<file path="config.mk">
export PLATFORM = sky130hd
export DESIGN_NAME = track_counter
export DESIGN_NICKNAME = d
export VERILOG_FILES = /design/src/rtl/track_counter.sv
export SDC_FILE = /design/constraint.sdc
export NUM_CORES = 1
export LEC_CHECK = 0
export BUFFER_PORTS_ARGS = -buffer_cell sky130_fd_sc_hd__buf_2
export CAP_MARGIN = 20
export CELL_PAD_IN_SITES_DETAIL_PLACEMENT = 1
export CELL_PAD_IN_SITES_GLOBAL_PLACEMENT = 1
export CORE_MARGIN = 2
export CORE_UTILIZATION = 41
export DETAILED_ROUTE_END_ITERATION = 7
export PLACE_DENSITY_LB_ADDON = 0.1
export SLEW_MARGIN = 0
export SYNTH_ARGS = -nofsm -noshare
export SYNTH_HDL_FRONTEND = slang
export SYNTH_SLANG_ARGS = --single-unit
export TNS_END_PERCENT = 20
</file>
<file path="constraint.sdc">
create_clock -name clk -period 4.57 [get_ports clk]
set_input_delay 0.457 -clock clk [delete_from_list [all_inputs] [get_ports clk]]
set_output_delay 0.457 -clock clk [all_outputs]
set_load 0.02 [all_outputs]
</file>
<file path="src/rtl/track_counter.sv">
// Closed-loop up/down tracking counter: drives a magnitude comparator with (count, tgt_q)
// and steps count one LSB per cycle toward the latched target until the comparator reports equality.
module track_counter #(
    parameter int unsigned WIDTH     = 4,
    parameter int unsigned MAX_STEPS = 16
) (
    input  logic             clk,
    input  logic             rst_n,
    input  logic             start,
    input  logic [WIDTH-1:0] target,
    input  logic [3:0]       res,
    output logic [WIDTH-1:0] count,
    output logic [WIDTH-1:0] tgt_q,
    output logic             busy,
    output logic             done,
    output logic             err,
    output logic [4:0]       steps
);

    typedef enum logic [1:0] {
        IDLE  = 2'd0,
        TRACK = 2'd1,
        DONE  = 2'd2,
        ERR   = 2'd3
    } state_t;

    state_t           state_q, state_d;
    logic [WIDTH-1:0] count_q, count_d;
    logic [WIDTH-1:0] target_q, target_d;
    logic [4:0]       steps_q, steps_d;
    logic             budget_hit;
    logic             res_unused;

    assign res_unused = res[3];
    // A further step would make steps reach the budget.
    assign budget_hit = (steps_q == 5'(MAX_STEPS - 1));

    always_ff @(posedge clk or negedge rst_n) begin
        if (!rst_n) begin
            state_q  <= IDLE;
            count_q  <= '0;
            target_q <= '0;
            steps_q  <= '0;
        end else begin
            state_q  <= state_d;
            count_q  <= count_d;
            target_q <= target_d;
            steps_q  <= steps_d;
        end
    end

    always_comb begin
        state_d  = state_q;
        count_d  = count_q;
        target_d = target_q;
        steps_d  = steps_q;
        unique case (state_q)
            IDLE, ERR: begin
                if (start) begin
                    target_d = target;
                    steps_d  = '0;
                    state_d  = TRACK;
                end
            end
            TRACK: begin
                unique case (res[2:0])
                    3'b001: begin
                        if ((count_q == '1) || budget_hit) begin
                            state_d = ERR;
                        end else begin
                            count_d = count_q + 1'b1;
                            steps_d = steps_q + 1'b1;
                        end
                    end
                    3'b100: begin
                        if ((count_q == '0) || budget_hit) begin
                            state_d = ERR;
                        end else begin
                            count_d = count_q - 1'b1;
                            steps_d = steps_q + 1'b1;
                        end
                    end
                    3'b010:  state_d = DONE;
                    default: state_d = ERR;
                endcase
            end
            DONE:    state_d = IDLE;
            default: state_d = IDLE;
        endcase
    end

    // err needs no separate flag: ERR is left only through an accepted start.
    assign busy  = (state_q == TRACK);
    assign done  = (state_q == DONE);
    assign err   = (state_q == ERR);
    assign count = count_q;
    assign tgt_q = target_q;
    assign steps = steps_q;

endmodule

</file>
==> run metrics, run 1 <==
gpl congestion=0.724; required time of the critical path=4750 ps; crit start category=flip-flop; GR met1 Demand/Resource=21.1%; drt drc=0; Initial Util=42.7%; hold_buf cts=0; Via Count=753; post-route ant nets=0; ratio of cells with drive above 1 in the final layout=34.5%; vias in the first global route=757; FFs w/ async S/R, synth=100%; first-pass GRT wire length=3390 um; met3 usage=4.02%; Pleak=0.578 nW; Ys Warns=0; row count=17; DRT Pass-1 Iters=2; Post-DP HPWL=1560 um; Remaining Overflow, GRT=0; Syn Inst Count=86; n_diodes=0; Core Region=2170 sq um; Seq/Total Area, Yosys=40.5%; most common cell after layout, fill and taps aside=buf_2; Final Hold Fails=0; commonest cells after routing, fill and taps aside=buf_2 (25), dfrtp_1 (15), nand2_1 (10); crit path cell chain=ha_1, and3_1, ha_1, nor4b_1, a22o_1, nand2_1, mux2_2; initial drt markers=4; CTS tree=built; H-tree depth=1; GRT busiest layer=met2; die area=2650 sq um; Pins Over Slew Limit=0; slew margin rel.=65.6%; CTS buffer count=3; Top cell by count, worst path=ha_1; Final period util=54.2%; Yosys reg bits=15; Avg Inst Size Synth=10.8 sq um; Die X=51.5 um; Worst Tran Pin Value=516 ps; Multi-input gate area=513 sq um; post-CTS setup repair buffer count=0; fin crit period=2480 ps; RSZ-0062 raised after global routing=no; register area=375 sq um; buffers added on ports=25; PostCTS Resize Cnt=0; final core utilization=50.6%; Layout Skew=7.70 ps; Setup crit end kind=flip-flop; type of the most critical hold path=in -> async; CTS clock-pin slew for the worst setup and hold paths=90 ps; wire length per cell=14.1 um; critical path type=reg -> reg; status=finished clean; via/cell ratio=5.34; Tot GR Track Use=18.0%; largest net degree at the start of global routing=16; worst vdd ir=321 uV; setup TNS=0 ps; Crit-path slowest cell=a22o_1; fillers=269; num ports=27; achievable frequency=403 MHz; CTS Buffer Depth=2; grt met2 use=30.1%; Worst-Skew Late Latency=290 ps; Pwr Density=618 nW/um^2; Post-synth EDFFs=0; Die H=51.5 um; Area Overhead vs Synth=18.5%; Setup-failing EPs final=0; count of different cell masters after synthesis=30; Post-Synthesis Cell Area=926 sq um; crit path DAT=2660 ps; Num Clock Sinks=15; CP Max Fanout=13; Synth Net Count=106; initial antenna violation count=0; prevailing post-synth register cell=dfrtp_1; max_cap viols=0; Total Wirelength=1990 um; root buf cell=clkbuf_4; biggest cell delay along the critical path=470 ps; final net count=134
## registers in the layout, summed over array words and instances (netlist names)
register  count
state_q       2
count         4
steps         5
tgt_q         4
## Yosys cell counts (2+ instances only)
cell / count / area, sq um
a211o_1: 2 / 17.5
a21oi_1: 4 / 20.0
and3_1: 3 / 18.8
dfrtp_1: 15 / 375
ha_1: 8 / 100
inv_1: 6 / 22.5
mux2_2: 7 / 78.8
mux2i_1: 2 / 20.0
nand2_1: 10 / 37.5
nand3_1: 2 / 10.0
nand4_1: 2 / 12.5
nand4b_1: 2 / 17.5
nor2b_1: 2 / 12.5
nor4b_1: 2 / 17.5
o211ai_1: 3 / 22.5
xnor2_1: 2 / 17.5
## layer usage
layer	part of all wire [%]	up-vias
met5	0	-
met4	2.6	0
met3	5.1	4
met2	50	19
met1	42	365
li1	-	365
## power breakdown
part	internal, mW	switching, mW
combinational	0.148	0.215
sequential	0.185	0.0516
clock	0.0340	0.0440
## cells by family (layout without fill, tap and decap cells)
logic type	count (synthesis)	after routing	synth area share (%)
AND/OR/NAND/NOR	31	31	20.5
flip-flops	15	15	40.5
AO/OA/AOI/OAI	11	11	8.38
adder cells (fa/ha/maj)	9	9	13.0
multiplexers	9	9	10.7
buffers and inverters	8	35	4.05
XOR/XNOR	3	3	2.84
## cell type report
cell class	instances	share of cell area, %
multi-input cells	63	46.8
inverters	6	2.05
flip-flops and latches	15	34.2
clock buffers	4	2.39
well taps	28	3.19
repair buffers	25	11.4
## metrics by stage
stage	std cells	power, mW	area [sq um]	setup WS (ps)	hold slack [ps]
floorplan	86	0.499	926	2450	161
global placement	137	0.592	1070	2150	389
detailed placement	137	0.610	1070	2070	389
CTS	141	0.692	1100	2040	61.8
global route	141	0.739	1100	1880	82.0
finish	141	0.678	1100	2090	60.9
## critical path: cells and delay by family (launching register included)
family / cells / cell delay [ps]
and+or+nand+nor: 3 / 700
adders and majority gates: 2 / 430
AOI/OAI and AO/OA: 1 / 470
muxes: 1 / 320
DFF: 1 / 440
## final timing paths
path / depth (start not counted) / slack, ps / to / start
worst max-delay path: 7 / 2090 / count[2]$_DFFE_PN0P_ / steps[0]$_DFFE_PN0P_
worst min-delay path: 1 / 60 / steps[3]$_DFFE_PN0P_ / rst_n
worst max register to register: 7 / 2090 / count[2]$_DFFE_PN0P_ / steps[0]$_DFFE_PN0P_
worst min register to register: 1 / 510 / tgt_q[2]$_DFFE_PN0P_ / tgt_q[2]$_DFFE_PN0P_
max in group asynchronous: 1 / 4240 / count[1]$_DFFE_PN0P_ / rst_n
min in group clk: 2 / 390 / tgt_q[0]$_DFFE_PN0P_ / target[0]
(Power assumes the default switching activity.)
==> run 2: changes to the inputs <==
CORE_UTILIZATION = 34   (was 41)
clock period = 2.05 ns   (was 4.57 ns; I/O delays follow)
==> run 2 against run 1 <==
Sequential power is 110% higher. Flip-flop and latch count unchanged. Die area rose by 19%. Cell count is 11% higher. Design area increased by 16%. Worst hold slack gained 86 ps. Combinational power grew to 2.8 times the previous value. First-iteration DRC count is 130% higher. Wire length increased by 17%. Clock skew is 4.7 ps lower. Critical path type unchanged.
==> run metrics, run 2 (synthesized netlist as in run 1, its figures left out) <==
slew margin rel.=57.4% (was 65.6%); register area=378 sq um (was 375 sq um); via/cell ratio=5.12 (was 5.34); Worst-Skew Late Latency=280 ps (was 290 ps); CTS clock-pin slew for the worst setup and hold paths=90 ps (about the same); Num Clock Sinks=15 (unchanged); Die H=56.2 um (was 51.5 um); Via Count=798 (was 753); first-pass GRT wire length=3950 um (was 3390 um); critical path type=reg -> reg (unchanged); largest net degree at the start of global routing=16 (unchanged); max reg flops=5 (unchanged); worst hold slack=147 ps (was 60.9 ps); Pwr Density=1310 nW/um^2 (was 618 nW/um^2); drt drc=0 (unchanged); Multi-input gate area=576 sq um (was 513 sq um); Core Region=2520 sq um (was 2170 sq um); die area=3160 sq um (was 2650 sq um); post-route ant nets=0 (unchanged); initial antenna violation count=0 (unchanged); sw frac=44.4% (was 45.8%); Total Wirelength=2330 um (was 1990 um); fin worst setup slack=41.0 ps (was 2090 ps); crit start category=flip-flop (unchanged); Remaining Overflow, GRT=0 (unchanged); Setup crit end kind=flip-flop (unchanged); Flop pwr share=29.9% (was 34.9%); max_cap viols=0 (unchanged); H-tree depth=1 (unchanged); required time of the critical path=2220 ps (was 4750 ps); crit path DAT=2180 ps (was 2660 ps); Layout Skew=2.96 ps (was 7.70 ps); fillers=302 (was 269); final net count=147 (was 134); met3 usage=3.49% (was 4.02%); Pleak=0.660 nW (was 0.578 nW); most common cell after layout, fill and taps aside=buf_2 (unchanged); grt met2 use=26.1% (was 30.1%); Setup-failing EPs final=0 (unchanged); Initial Util=36.7% (was 42.7%); Final period util=98.0% (was 54.2%); CTS Buffer Depth=2 (unchanged); Pins Over Slew Limit=0 (unchanged); Area Overhead vs Synth=37.8% (was 18.5%); Top cell by count, worst path=ha_4 (was ha_1); Die X=56.2 um (was 51.5 um); GRT busiest layer=met2 (unchanged); GR met1 Demand/Resource=20.9% (was 21.1%); DRT Pass-1 Iters=4 (was 2); sw power=0.744 mW (was 0.311 mW); n_diodes=0 (unchanged); Tot GR Track Use=16.1% (was 18.0%); biggest cell delay along the critical path=440 ps (was 470 ps); Worst Tran Pin Value=639 ps (was 516 ps); gpl congestion=0.707 (was 0.724); initial drt markers=9 (was 4); CTS tree=built (unchanged); combinational fraction of design power=59.8% (was 53.5%); PnR Total Power=1.67 mW (was 0.678 mW); row count=18 (was 17); achievable frequency=498 MHz (was 403 MHz); crit path cell chain=ha_4, and3_4, ha_4, nor4b_4, a22o_1, buf_6, nand2_4, mux2_4 (was ha_1, and3_1, ha_1, nor4b_1, a22o_1, nand2_1, mux2_2); setup TNS=0 ps (unchanged); Int Power=0.929 mW (was 0.367 mW); Crit-path slowest cell=dfrtp_2 (was a22o_1); CP Max Fanout=4 (was 13); CTS buffer count=3 (unchanged); wire length per cell=14.9 um (was 14.1 um); Post-DP HPWL=1690 um (was 1560 um); commonest cells after routing, fill and taps aside=buf_2 (25), dfrtp_1 (13), nand2_1 (9), buf_4 (9) (was buf_2 (25), dfrtp_1 (15), nand2_1 (10)); worst vdd ir=856 uV (was 321 uV); vias in the first global route=867 (was 757); clock network power share=10.3% (was 11.5%); CP top delay family=simple AND/OR/NAND/NOR gates (unchanged); buffers added on ports=25 (unchanged); status=finished clean (unchanged); CP bufs+invs=1 (was 0); Post-Place Worst Slack=-19.2 ps (was 2070 ps); final core utilization=50.6% (about the same); fin crit period=2010 ps (was 2480 ps); ratio of cells with drive above 1 in the final layout=46.8% (was 34.5%); Final Hold Fails=0 (unchanged); type of the most critical hold path=in -> reg (was in -> async); num ports=27 (unchanged); root buf cell=clkbuf_4 (unchanged); RSZ-0062 raised after global routing=yes (was no)
run 2: cell types whose count changed in the layout (fill, tap and decap cells not counted), moves of 2 or more:
cell / previous run / this run
ha_4: 0 / 2
nor4b_1: 2 / 0
dfrtp_1: 15 / 13
dfrtp_2: 0 / 2
buf_6: 0 / 3
buf_4: 0 / 9
ha_1: 8 / 6
run 2: metrics by stage:
step / cell area (sq um) / cells
floorplan: 943 / 86
global placement: 1170 / 150
detailed placement: 1170 / 150
CTS: 1270 / 156
global route: 1280 / 156
finish: 1280 / 156
run 2: final timing paths:
check,cells past startpoint,end,startpoint,slack (ps)
max,8,count[2]$_DFFE_PN0P_,steps[1]$_DFFE_PN0P_,40
min,2,tgt_q[1]$_DFFE_PN0P_,target[1],150
min reg2reg,1,tgt_q[3]$_DFFE_PN0P_,tgt_q[3]$_DFFE_PN0P_,510
min in group asynchronous,2,steps[3]$_DFFE_PN0P_,rst_n,360
max in group asynchronous,2,steps[1]$_DFFE_PN0P_,rst_n,1400
max reg2reg,8,count[2]$_DFFE_PN0P_,steps[1]$_DFFE_PN0P_,40
run 2: what timing repair did:
action	4_1_cts	5_1_grt
resized for setup	10	1
pin swaps	4	6
setup buffers	1	0
hold buffers	1	0
setup endpoints to repair	5	10
endpoints found under the hold margin	15	0
run 2: power groups by stage:
stage | clock network (mW) | logic [mW] | registers, mW
final | 0.173 | 1.00 | 0.500
after global placement | 0 | 0.943 | 0.494
after detailed placement | 0 | 0.975 | 0.500
after floorplan | 0 | 0.477 | 0.641
after CTS | 0.188 | 1.01 | 0.501
after global routing | 0.201 | 1.11 | 0.517
run 2: layout make-up:
type / count / share of cell area [%]
clock buffer: 4 / 2.06
multi-input combinational: 63 / 45.1
tap: 30 / 2.94
timing repair buffer: 38 / 18.5
sequential: 15 / 29.6
inverter: 6 / 1.76
run 2: layer usage:
layer / vias up / part of all wire (%)
met2: 15 / 51
met1: 390 / 45
met4: 0 / 1.0
met5: - / 0
li1: 389 / -
met3: 4 / 3.5
run 2: worst reg2reg max path, stage by stage (launching register included):
cell and delay (ps):
dfrtp_2 440, ha_4 170, and3_4 180, ha_4 170, nor4b_4 210, a22o_1 210, buf_6 140, nand2_4 60
mux2_4 320
